`src/rtl/dev_link_pkg.sv`:
```
// Shared types and constants for the device command link receiver.
// Pure definitions: no latency, no flow control.
package dev_link_pkg;

  typedef enum logic [2:0] {
    ST_IDLE,
    ST_START,
    ST_DATA,
    ST_STOP,
    ST_BREAK
  } rx_state_t;

  localparam logic [1:0] FRAME_HDR = 2'b10;

  localparam int MOV_LSB = 0;
  localparam int PL_BIT  = 4;
  localparam int DE_BIT  = 5;
  localparam int HDR_MSB = 7;

  function automatic int calc_div(input int clk_freq, input int baud, input int ovs);
    return clk_freq / (baud * ovs);
  endfunction

endpackage

```
`src/rtl/uart_baud_tick.sv`:
```
// Oversampling tick generator: one-cycle tick every DIV clocks, phase reset by restart.
// Tick is registered (1 cycle after the count wraps); no backpressure, free-running.
module uart_baud_tick #(
  parameter int DIV = 651
) (
  input  logic sys_clk,
  input  logic rst,
  input  logic restart,
  output logic tick
);

  localparam int CW = (DIV > 1) ? $clog2(DIV) : 1;
  localparam logic [CW-1:0] LAST = CW'(DIV - 1);

  logic [CW-1:0] cnt;

  always_ff @(posedge sys_clk or negedge rst) begin
    if (!rst) begin
      cnt  <= '0;
      tick <= 1'b0;
    end else if (restart) begin
      cnt  <= '0;
      tick <= 1'b0;
    end else if (cnt == LAST) begin
      cnt  <= '0;
      tick <= 1'b1;
    end else begin
      cnt  <= cnt + 1'b1;
      tick <= 1'b0;
    end
  end

endmodule

```
`src/rtl/dev_link_rx.sv`:
```
// 8N1 receiver + command-frame decoder; outputs register 1 cycle after the stop-bit sample.
// No backpressure: event pulses are fire-and-forget. DEV_LINK_RX_TIMEOUT_EN builds the link-loss timer.
module dev_link_rx
  import dev_link_pkg::*;
#(
  parameter int CLK_FREQ = 100_000_000,
  parameter int BAUD     = 9600,
  parameter int OVS      = 16
`ifdef DEV_LINK_RX_TIMEOUT_EN
  ,
  parameter int TIMEOUT_CYCLES = 10_000_000
`endif
) (
  input  logic       sys_clk,
  input  logic       rst,
  input  logic       rx,
  output logic [3:0] moving_state,
  output logic       place_pulse,
  output logic       destroy_pulse,
  output logic       frame_valid,
  output logic       frame_err,
  output logic       hdr_err,
  output logic [7:0] rx_byte,
  output logic       link_ok
);

  localparam int DIV = calc_div(CLK_FREQ, BAUD, OVS);
  localparam int TW  = $clog2(OVS);
  localparam logic [TW-1:0] HALF_LAST = TW'(OVS / 2 - 1);
  localparam logic [TW-1:0] BIT_LAST  = TW'(OVS - 1);

`ifdef DEV_LINK_RX_TIMEOUT_EN
  localparam int TOW = $clog2(TIMEOUT_CYCLES + 1);
  localparam logic [TOW-1:0] TO_MAX = TOW'(TIMEOUT_CYCLES);
  localparam logic [TOW-1:0] TO_PRE = TOW'(TIMEOUT_CYCLES - 1);
  logic [TOW-1:0] to_cnt;
`endif

  rx_state_t     state;
  logic          rx_meta;
  logic          rx_sync;
  logic          rx_prev;
  logic [TW-1:0] tick_cnt;
  logic [2:0]    bit_cnt;
  logic [7:0]    shreg;
  logic          pl_hist;
  logic          de_hist;
  logic          tick;
  logic          fall;
  logic          restart;

  assign fall    = rx_prev & ~rx_sync;
  assign restart = (state == ST_IDLE) && fall;

  uart_baud_tick #(
    .DIV(DIV)
  ) u_tick (
    .sys_clk(sys_clk),
    .rst    (rst),
    .restart(restart),
    .tick   (tick)
  );

  always_ff @(posedge sys_clk or negedge rst) begin
    if (!rst) begin
      rx_meta       <= 1'b1;
      rx_sync       <= 1'b1;
      rx_prev       <= 1'b1;
      state         <= ST_IDLE;
      tick_cnt      <= '0;
      bit_cnt       <= '0;
      shreg         <= '0;
      pl_hist       <= 1'b0;
      de_hist       <= 1'b0;
      moving_state  <= '0;
      place_pulse   <= 1'b0;
      destroy_pulse <= 1'b0;
      frame_valid   <= 1'b0;
      frame_err     <= 1'b0;
      hdr_err       <= 1'b0;
      rx_byte       <= '0;
      link_ok       <= 1'b0;
`ifdef DEV_LINK_RX_TIMEOUT_EN
      to_cnt        <= '0;
`endif
    end else begin
      rx_meta       <= rx;
      rx_sync       <= rx_meta;
      rx_prev       <= rx_sync;
      place_pulse   <= 1'b0;
      destroy_pulse <= 1'b0;
      frame_valid   <= 1'b0;
      frame_err     <= 1'b0;
      hdr_err       <= 1'b0;

`ifdef DEV_LINK_RX_TIMEOUT_EN
      // Loss stops the vehicle; a valid frame below overrides in the same cycle.
      if (to_cnt != TO_MAX) to_cnt <= to_cnt + 1'b1;
      if (to_cnt == TO_PRE) begin
        link_ok      <= 1'b0;
        moving_state <= '0;
      end
`endif

      case (state)
        ST_IDLE: begin
          if (fall) begin
            state    <= ST_START;
            tick_cnt <= '0;
          end
        end
        ST_START: begin
          if (tick) begin
            if (tick_cnt == HALF_LAST) begin
              tick_cnt <= '0;
              bit_cnt  <= '0;
              state    <= rx_sync ? ST_IDLE : ST_DATA;
            end else begin
              tick_cnt <= tick_cnt + 1'b1;
            end
          end
        end
        ST_DATA: begin
          if (tick) begin
            if (tick_cnt == BIT_LAST) begin
              tick_cnt <= '0;
              shreg    <= {rx_sync, shreg[7:1]};
              bit_cnt  <= bit_cnt + 1'b1;
              if (bit_cnt == 3'd7) state <= ST_STOP;
            end else begin
              tick_cnt <= tick_cnt + 1'b1;
            end
          end
        end
        ST_STOP: begin
          if (tick) begin
            if (tick_cnt == BIT_LAST) begin
              tick_cnt <= '0;
              if (rx_sync) begin
                state   <= ST_IDLE;
                rx_byte <= shreg;
                if (shreg[HDR_MSB -: 2] == FRAME_HDR) begin
                  frame_valid   <= 1'b1;
                  moving_state  <= shreg[MOV_LSB +: 4];
                  place_pulse   <= shreg[PL_BIT] & ~pl_hist;
                  destroy_pulse <= shreg[DE_BIT] & ~de_hist;
                  pl_hist       <= shreg[PL_BIT];
                  de_hist       <= shreg[DE_BIT];
                  link_ok       <= 1'b1;
`ifdef DEV_LINK_RX_TIMEOUT_EN
                  to_cnt        <= '0;
`endif
                end else begin
                  hdr_err <= 1'b1;
                end
              end else begin
                frame_err <= 1'b1;
                state     <= ST_BREAK;
              end
            end else begin
              tick_cnt <= tick_cnt + 1'b1;
            end
          end
        end
        ST_BREAK: begin
          if (tick && rx_sync) state <= ST_IDLE;
        end
        default: state <= ST_IDLE;
      endcase
    end
  end

endmodule

```
`config.mk`:
```
export PLATFORM = sky130hd
export DESIGN_NAME = dev_link_rx
export DESIGN_NICKNAME = d
export VERILOG_FILES = /design/src/rtl/dev_link_pkg.sv /design/src/rtl/uart_baud_tick.sv /design/src/rtl/dev_link_rx.sv
export SDC_FILE = /design/constraint.sdc
export NUM_CORES = 1
export LEC_CHECK = 0
export ABC_AREA = 1
export CAP_MARGIN = 30
export CORE_MARGIN = 2
export CORE_UTILIZATION = 51
export DETAILED_ROUTE_END_ITERATION = 6
export PLACE_DENSITY_LB_ADDON = 0.2
export SETUP_SLACK_MARGIN = 0.1
export SYNTH_ARGS = -nofsm -noshare
export SYNTH_HDL_FRONTEND = slang
export SYNTH_SLANG_ARGS = --single-unit
```
`constraint.sdc`:
```
create_clock -name sys_clk -period 1.4 [get_ports sys_clk]
set_input_delay 0.28 -clock sys_clk [delete_from_list [all_inputs] [get_ports sys_clk]]
set_output_delay 0.28 -clock sys_clk [all_outputs]
set_load 0.02 [all_outputs]
```
==> Flow_metrics.wiki, run 1 <==
{| class="wikitable"
! Metric !! Value
|-
| Number of global-route vias before repair || 1684
|-
| Number of warnings printed during yosys synthesis || 0
|-
| Number of violations reported at the end of detailed-routing iteration 0 || 84
|-
| Leakage || 1.47 nW
|-
| Largest vdd supply drop || 900 uV
|-
| Register-to-register path setup slack || 0.05 ns
|-
| Number of antenna violations at the first check in global routing || 0
|-
| Biggest fanout along the worst timing path || 17
|-
| Hold Vio Cnt, Final || 0
|-
| Overall power of the completed layout || 3.89 mW
|-
| Primary FF master, synth || sky130_fd_sc_hd__dfrtp_1
|-
| Worst min-delay path category || reg -> reg
|-
| Aggregate global-route resource usage || 18.6%
|-
| Effective utilization at floorplan || 54.1%
|-
| Sort of element at the end of the critical path || register
|-
| Die outline width || 72.6 microns
|-
| Placer Congestion || 0.850
|-
| Cts bufs inserted || 5
|-
| Number of buffers added on ports || 20
|-
| Startpoint type of the worst setup path || register
|-
| Worst setup path end || bit_cnt[0]
|-
| Final number of max-transition violations || 0
|-
| Clock net sink count || 52
|-
| Detailed placer's ending HPWL || 2.94 mm
|-
| CTS H-tree depth || 2
|-
| Global-route wire length before repair || 7.59 mm
|-
| Area contributors post-synth || sky130_fd_sc_hd__dfrtp_1, sky130_fd_sc_hd__nand2_1, sky130_fd_sc_hd__o21ai_2, sky130_fd_sc_hd__nor2_1, sky130_fd_sc_hd__nand3_1
|-
| Maximum number of pins on one net before global-route repair || 53
|-
| Count of distinct cell types in the synthesized netlist || 27
|-
| Flip-flop and latch area || 1310 sq um
|-
| Total setup violations reported at the end of the flow || 0
|-
| Tightest Pin Transition || 0.370 ns
|-
| Number of remaining DRC errors || 0
|-
| Number of nets in the synthesized netlist || 266
|-
| Number of maximum-capacitance violations || 0
|-
| Final core area utilization || 70.5%
|-
| Sequential fraction of the synthesis area || 54.3%
|-
| Clock slew seen by the registers of the worst setup and hold paths || 0.09 ns
|-
| Count of filler cells inserted in the layout || 350
|-
| Total power divided by cell area || 1240 nW/um^2
|-
| Die area || 5280 sq um
|-
| Synthesized netlist cell count || 258
|-
| Share of flip-flops with an asynchronous set or reset after synthesis || 100%
|-
| Area of combinational cells with multiple inputs || 1180 sq um
|-
| CTS tree || built
|-
| Critical path cell sequence || ha_4, nand3_4, nor2_8, nand2_8, or2_0, nand2_1
|-
| Count of pins on the block boundary || 21
|-
| Maximum clock frequency || 739 MHz
|-
| Placeable core area || 4440 sq um
|-
| Wire length reported by the detailed router || 4.56 mm
|-
| Via density per instance || 5.07
|-
| Status || completed
|-
| Final critical delay including setup and external delays || 1.35 ns
|-
| Capture point of the worst reg-to-reg path || bit_cnt[0]
|-
| Share of the synthesized area in compound gates (AO/OA/AOI/OAI) || 8.70%
|-
| Clock tree root driver cell || sky130_fd_sc_hd__clkbuf_8
|-
| Vias post-DR || 1821
|-
| Main combinational cell family by area after synthesis || simple AND/OR/NAND/NOR gates
|-
| Slowest cell on crit path || sky130_fd_sc_hd__dfrtp_1
|-
| Top cell type's share of synthesized area || 51.0%
|-
| N_diodes || 0
|-
| RSZ-0062 raised after global routing || true
|-
| Mux contribution to synthesized area || 0%
|-
| Source-to-sink clock delay at the later pin of the worst-skew pair || 0.30 ns
|-
| Period utilisation layout || 96.7%
|-
| Worst path required time || 1.64 ns
|-
| Syn-to-layout area delta || 30.4%
|-
| Instance count after placement with tap cells included || 333
|-
| Row count || 24
|-
| Fraction of synthesized cell area in xor and xnor cells || 1.82%
|-
| Peak per-stage delay on the critical path || 0.40 ns
|-
| Summed negative setup slack over all endpoints || 0 ns
|-
| Non-filler cells in the finished layout || 359
|-
| Number of search-and-repair iterations in the first detailed-routing pass || 4
|-
| Worst Setup SP || tick_cnt[1]
|-
| Relative slew slack || 75.2%
|-
| Most area-hungry cell type in the Yosys netlist || sky130_fd_sc_hd__dfrtp_1
|-
| Post-synthesis instance area || 2400 sq um
|-
| Buffer depth of the longest clock path || 2
|-
| Worst r2r src || tick_cnt[1]
|-
| Endpoint arrival time on the critical path || 1.60 ns
|-
| Simple-gate area share of the yosys netlist || 27.6%
|-
| Die Y-Extent || 72.6 microns
|-
| Net count reported at finish || 314
|-
| Most used standard cells in the synthesized netlist || sky130_fd_sc_hd__nand2_1, sky130_fd_sc_hd__dfrtp_1, sky130_fd_sc_hd__nor2_1
|-
| Synthesized flop and latch total || 52
|-
| Crit Path Class || reg -> reg
|-
| Post-synth EDFFs || 0
|-
| Mean routed wirelength per cell || 12.7 microns
|-
| Synth Area in Adders || 2.60%
|-
| Mean instance size in the synthesized netlist || 9.31 sq um
|-
| Antenna-violating nets left || 0
|-
| Cell with the most instances after synthesis || sky130_fd_sc_hd__nand2_1
|-
| Final Skew || 0.00616 ns
|-
| Fraction of final layout cells with drive strength greater than 1 || 36.8%
|-
| Grt total ovfl || 0
|-
| Worst Hold Depth || 0
|-
| Worst Reg2Reg Path Length in Cells || 6
|}
==> registers in the layout, indices dropped and copies added, names as in the netlist, 3 cells and up <==
signal,count
moving_state,4
shreg,8
state,3
tick_cnt,4
rx_byte,8
bit_cnt,3
u_tick.cnt,10
==> critical path: cells and delay by family, from the launching register on <==
family,cells,cell delay (ns)
fa+ha+maj,1,0.17
flops,1,0.40
simple gates,5,0.73
==> per-layer routing <==
layer  global-route usage [%]  routed length [microns]  part of all wire, %  vias to the layer above
li1                         -                        -                    -                      937
met1                     26.5                     2170                   48                      843
met2                     27.1                     2150                   47                       37
met3                     4.01                      185                  4.1                        4
met4                     9.26                       59                  1.3                        0
met5                        0                        0                    0                        -
==> per-stage QoR <==
stage	worst slack (ns)	instance area, sq um	hold WS (ns)
after floorplan	0.102	2410	-0.0156
after global placement	0.0371	2720	0.297
after detailed placement	0.0179	2720	0.295
after CTS	0.0575	2930	0.363
after global routing	-0.0375	3130	0.366
final	0.0460	3130	0.363
==> cell families (layout without fill, tap and decap cells) <==
logic type      after synthesis  in the layout
simple gates                136            136
compound gates               32             32
fa+ha+maj                     5              5
buf+inv                      28             77
flops                        52             52
xor+xnor                      5              5
==> final cells by class <==
class	instances	area share (%)
multi-input cells	178	37.7
clock inverters	1	0.240
repair buffers	43	12.0
well taps	52	2.08
clock buffers	7	2.76
flip-flops and latches	52	41.9
inverters	26	3.35
==> power breakdown <==
group	switching (mW)	leakage [nW]	internal (mW)	total, mW
Combinational	0.674	0.734	0.470	1.14
Sequential	0.239	0.696	1.65	1.89
Clock	0.457	0.0445	0.402	0.859
Total	1.37	1.47	2.52	3.89
==> worst min-delay path by stage <==
stage | from | end | slack, ns
after global routing | rx_meta | rx_sync | 0.37
after detailed placement | rst | state[0] | 0.30
after CTS | rx | rx_meta | 0.36
after floorplan | rst | bit_cnt[0] | -0.02
final | rx_meta | rx_sync | 0.36
after global placement | rst | state[0] | 0.30
==> placed cells by master (no fill, tap or decap), types with 3 or more instances in the layout <==
cell type	instances
sky130_fd_sc_hd__nor3_1	4
sky130_fd_sc_hd__nand3_2	8
sky130_fd_sc_hd__ha_1	3
sky130_fd_sc_hd__nand2_1	47
sky130_fd_sc_hd__clkbuf_2	5
sky130_fd_sc_hd__nor2_4	9
sky130_fd_sc_hd__nand3_1	13
sky130_fd_sc_hd__inv_2	6
sky130_fd_sc_hd__o21ai_0	8
sky130_fd_sc_hd__dfrtp_1	43
sky130_fd_sc_hd__o21ai_2	15
sky130_fd_sc_hd__clkdlybuf4s15_1	11
sky130_fd_sc_hd__nand3_4	3
sky130_fd_sc_hd__dfrtp_2	6
sky130_fd_sc_hd__a21oi_1	4
sky130_fd_sc_hd__buf_4	18
sky130_fd_sc_hd__nand4_1	3
sky130_fd_sc_hd__xor2_1	3
sky130_fd_sc_hd__dfstp_2	3
sky130_fd_sc_hd__o21ai_1	5
sky130_fd_sc_hd__nand2_2	13
sky130_fd_sc_hd__nor2_1	24
sky130_fd_sc_hd__clkbuf_8	6
sky130_fd_sc_hd__inv_1	17
sky130_fd_sc_hd__inv_4	3
==> what timing repair did <==
action | CTS | global route
pin swaps | 5 | 16
resized for setup | 42 | 67
hold buffers | 1 | 0
endpoints found under the hold margin | 49 | 0
setup buffers | 10 | 7
endpoints found under the setup margin | 53 | 59
Power figures use the tool's default switching activity.
==> run 2: changes to the inputs <==
- TNS_END_PERCENT: unset -> 20
==> run 2 against run 1 <==
Compared with the run above:
- sequential power is 3% lower
- combinational power decreased by 14%
- sequential share of layout area increased by 1.6 points
==> Flow_metrics.wiki, run 2 (synthesis gave the netlist of run 1 again) <==
{| class="wikitable"
! Metric !! Value
|-
| Status || completed
|-
| Register-to-register path setup slack || 0.03 ns
|-
| Summed negative setup slack over all endpoints || 0 ns
|-
| Met1 demand-to-capacity share in global routing || 26.7%
|-
| Maximum number of pins on one net before global-route repair || 53
|-
| Met3 track demand over resource in global routing || 3.73%
|-
| Detailed placer's ending HPWL || 2.94 mm
|-
| Antenna-violating nets left || 0
|-
| Register bank with the most flops || u_tick.cnt
|-
| Total setup violations reported at the end of the flow || 0
|-
| Most used routing layer || met1
|-
| Total power divided by cell area || 1220 nW/um^2
|-
| Biggest fanout along the worst timing path || 9
|-
| Aggregate global-route resource usage || 18.3%
|-
| Final Skew || 0.00734 ns
|-
| Non-filler cells in the finished layout || 349
|-
| Number of search-and-repair iterations in the first detailed-routing pass || 4
|-
| Switching share of power || 34.0%
|-
| Number of global-route vias before repair || 1662
|-
| Capture point of the worst reg-to-reg path || bit_cnt[0]
|-
| Leakage || 1.43 nW
|-
| Sort of element at the end of the critical path || register
|-
| Clock net sink count || 52
|-
| Count of pins on the block boundary || 21
|-
| Worst r2r src || tick_cnt[1]
|-
| Instance count after placement with tap cells included || 333
|-
| Worst Reg2Reg Path Length in Cells || 6
|-
| Buffer depth of the longest clock path || 2
|-
| Gate power share || 26.6%
|-
| Row count || 24
|-
| Number of maximum-capacitance violations || 0
|-
| Vias post-DR || 1809
|-
| Relative slew slack || 74.5%
|-
| CTS H-tree depth || 2
|-
| Global-route wire length before repair || 7.49 mm
|-
| Origin of the worst min-delay path || rx_meta
|-
| Crit Path Class || reg -> reg
|-
| Sequential Power Share || 49.9%
|-
| Maximum clock frequency || 728 MHz
|-
| Clock Power Share || 23.5%
|-
| Placer Congestion || 0.850
|-
| Cts bufs inserted || 5
|-
| RSZ-0062 raised after global routing || true
|-
| Worst Setup SP || tick_cnt[1]
|-
| Largest vdd supply drop || 887 uV
|-
| Hold Vio Cnt, Final || 0
|-
| Number of remaining DRC errors || 0
|-
| Number of violations reported at the end of detailed-routing iteration 0 || 161
|-
| Final critical delay including setup and external delays || 1.37 ns
|-
| Number of antenna violations at the first check in global routing || 0
|-
| Worst path required time || 1.65 ns
|-
| Worst min-delay path category || reg -> reg
|-
| Die outline width || 72.6 microns
|-
| Die area || 5280 sq um
|-
| Final core area utilization || 67.7%
|-
| Count of filler cells inserted in the layout || 356
|-
| Net count reported at finish || 304
|-
| Period utilisation layout || 98.1%
|-
| Largest registers ranked by flip-flop count || u_tick.cnt x10, rx_byte x8, shreg x8
|-
| Most common cell after layout, fill and taps aside || sky130_fd_sc_hd__nand2_1
|-
| Effective utilization at floorplan || 54.1%
|-
| Commonest cells after routing, fill and taps aside || sky130_fd_sc_hd__nand2_1, sky130_fd_sc_hd__dfrtp_1, sky130_fd_sc_hd__nor2_1
|-
| Worst setup path end || bit_cnt[0]
|-
| Startpoint type of the worst setup path || register
|-
| Clock tree root driver cell || sky130_fd_sc_hd__clkbuf_8
|-
| Final worst-path setup slack || 0.0260 ns
|-
| Endpoint arrival time on the critical path || 1.62 ns
|-
| Clock slew seen by the registers of the worst setup and hold paths || 0.09 ns
|-
| Fraction of final layout cells with drive strength greater than 1 || 33.7%
|-
| Flip-flop count of the largest register after layout || 10
|-
| Die Y-Extent || 72.6 microns
|-
| Total internal power || 2.43 mW
|-
| N_diodes || 0
|-
| Tightest Pin Transition || 0.381 ns
|-
| Via density per instance || 5.18
|-
| Power dissipated by switching net loads || 1.25 mW
|-
| Wire length reported by the detailed router || 4.33 mm
|-
| Worst slack at placement || 0.0179 ns
|-
| Final number of max-transition violations || 0
|-
| CTS tree || built
|-
| Mean routed wirelength per cell || 12.4 microns
|-
| Grt total ovfl || 0
|-
| Source-to-sink clock delay at the later pin of the worst-skew pair || 0.30 ns
|-
| Number of buffers added on ports || 20
|-
| Syn-to-layout area delta || 25.3%
|-
| GR met2 Demand/Resource || 26.2%
|-
| Placeable core area || 4440 sq um
|}
[run 2: per-stage QoR]
stage / total power [mW] / cell area, sq um / hold slack [ns]
after floorplan: 2.44 / 2410 / -0.0156
after global placement: 2.64 / 2720 / 0.297
after detailed placement: 2.66 / 2720 / 0.295
after CTS: 3.59 / 2910 / 0.363
after global routing: 3.94 / 3010 / 0.366
final: 3.68 / 3010 / 0.364
[run 2: final cells by class]
class	instances	area, sq um	share of cell area, %
Timing Repair Buffer	32	279	9.27
Tap cell	52	65.1	2.16
Sequential cell	52	1310	43.5
Clock inverter	1	7.51	0.249
Multi-Input combinational cell	179	1160	38.6
Inverter	26	100	3.33
Clock buffer	7	86.3	2.87
[run 2: repair_timing]
| item | in CTS | in global routing |
|---|---|---|
| setup buffers | 0 | 6 |
| gates resized for setup | 59 | 37 |
| hold endpoints to repair | 49 | 0 |
| cloned | 0 | 1 |
| setup endpoints to repair | 53 | 57 |
| hold buffers | 1 | 0 |
| pin swaps | 11 | 22 |
[run 2: per-layer routing]
metal | wire length [microns] | vias to the layer above
li1 | - | 918
met3 | 151 | 7
met2 | 1920 | 34
met1 | 2170 | 850
met5 | 0 | -
met4 | 86 | 0
[run 2: worst max-delay path: stages, from the launching register on]
cell and delay [ns]:
sky130_fd_sc_hd__dfrtp_1 0.41, sky130_fd_sc_hd__ha_4 0.18, sky130_fd_sc_hd__nand3_4 0.15, sky130_fd_sc_hd__nor2_8 0.23
sky130_fd_sc_hd__nand2_8 0.09, sky130_fd_sc_hd__or2_0 0.20, sky130_fd_sc_hd__nand2_1 0.07
[run 2: worst min-delay path by stage]
stage | depth (start not counted) | end | slack (ns)
final | 0 | rx_sync | 0.36
after floorplan | 0 | bit_cnt[0] | -0.02
after CTS | 1 | rx_meta | 0.36
after global routing | 0 | rx_sync | 0.37
after detailed placement | 2 | state[0] | 0.30
after global placement | 2 | state[0] | 0.30
[run 2: power groups by stage]
stage	clock network (mW)	logic [mW]	registers [mW]
5_1_grt	0.952	1.12	1.87
3_5_place_dp	0	0.818	1.85
3_3_place_gp	0	0.798	1.84
2_1_floorplan	0	0.623	1.82
4_1_cts	0.907	0.854	1.83
6_report	0.867	0.979	1.84
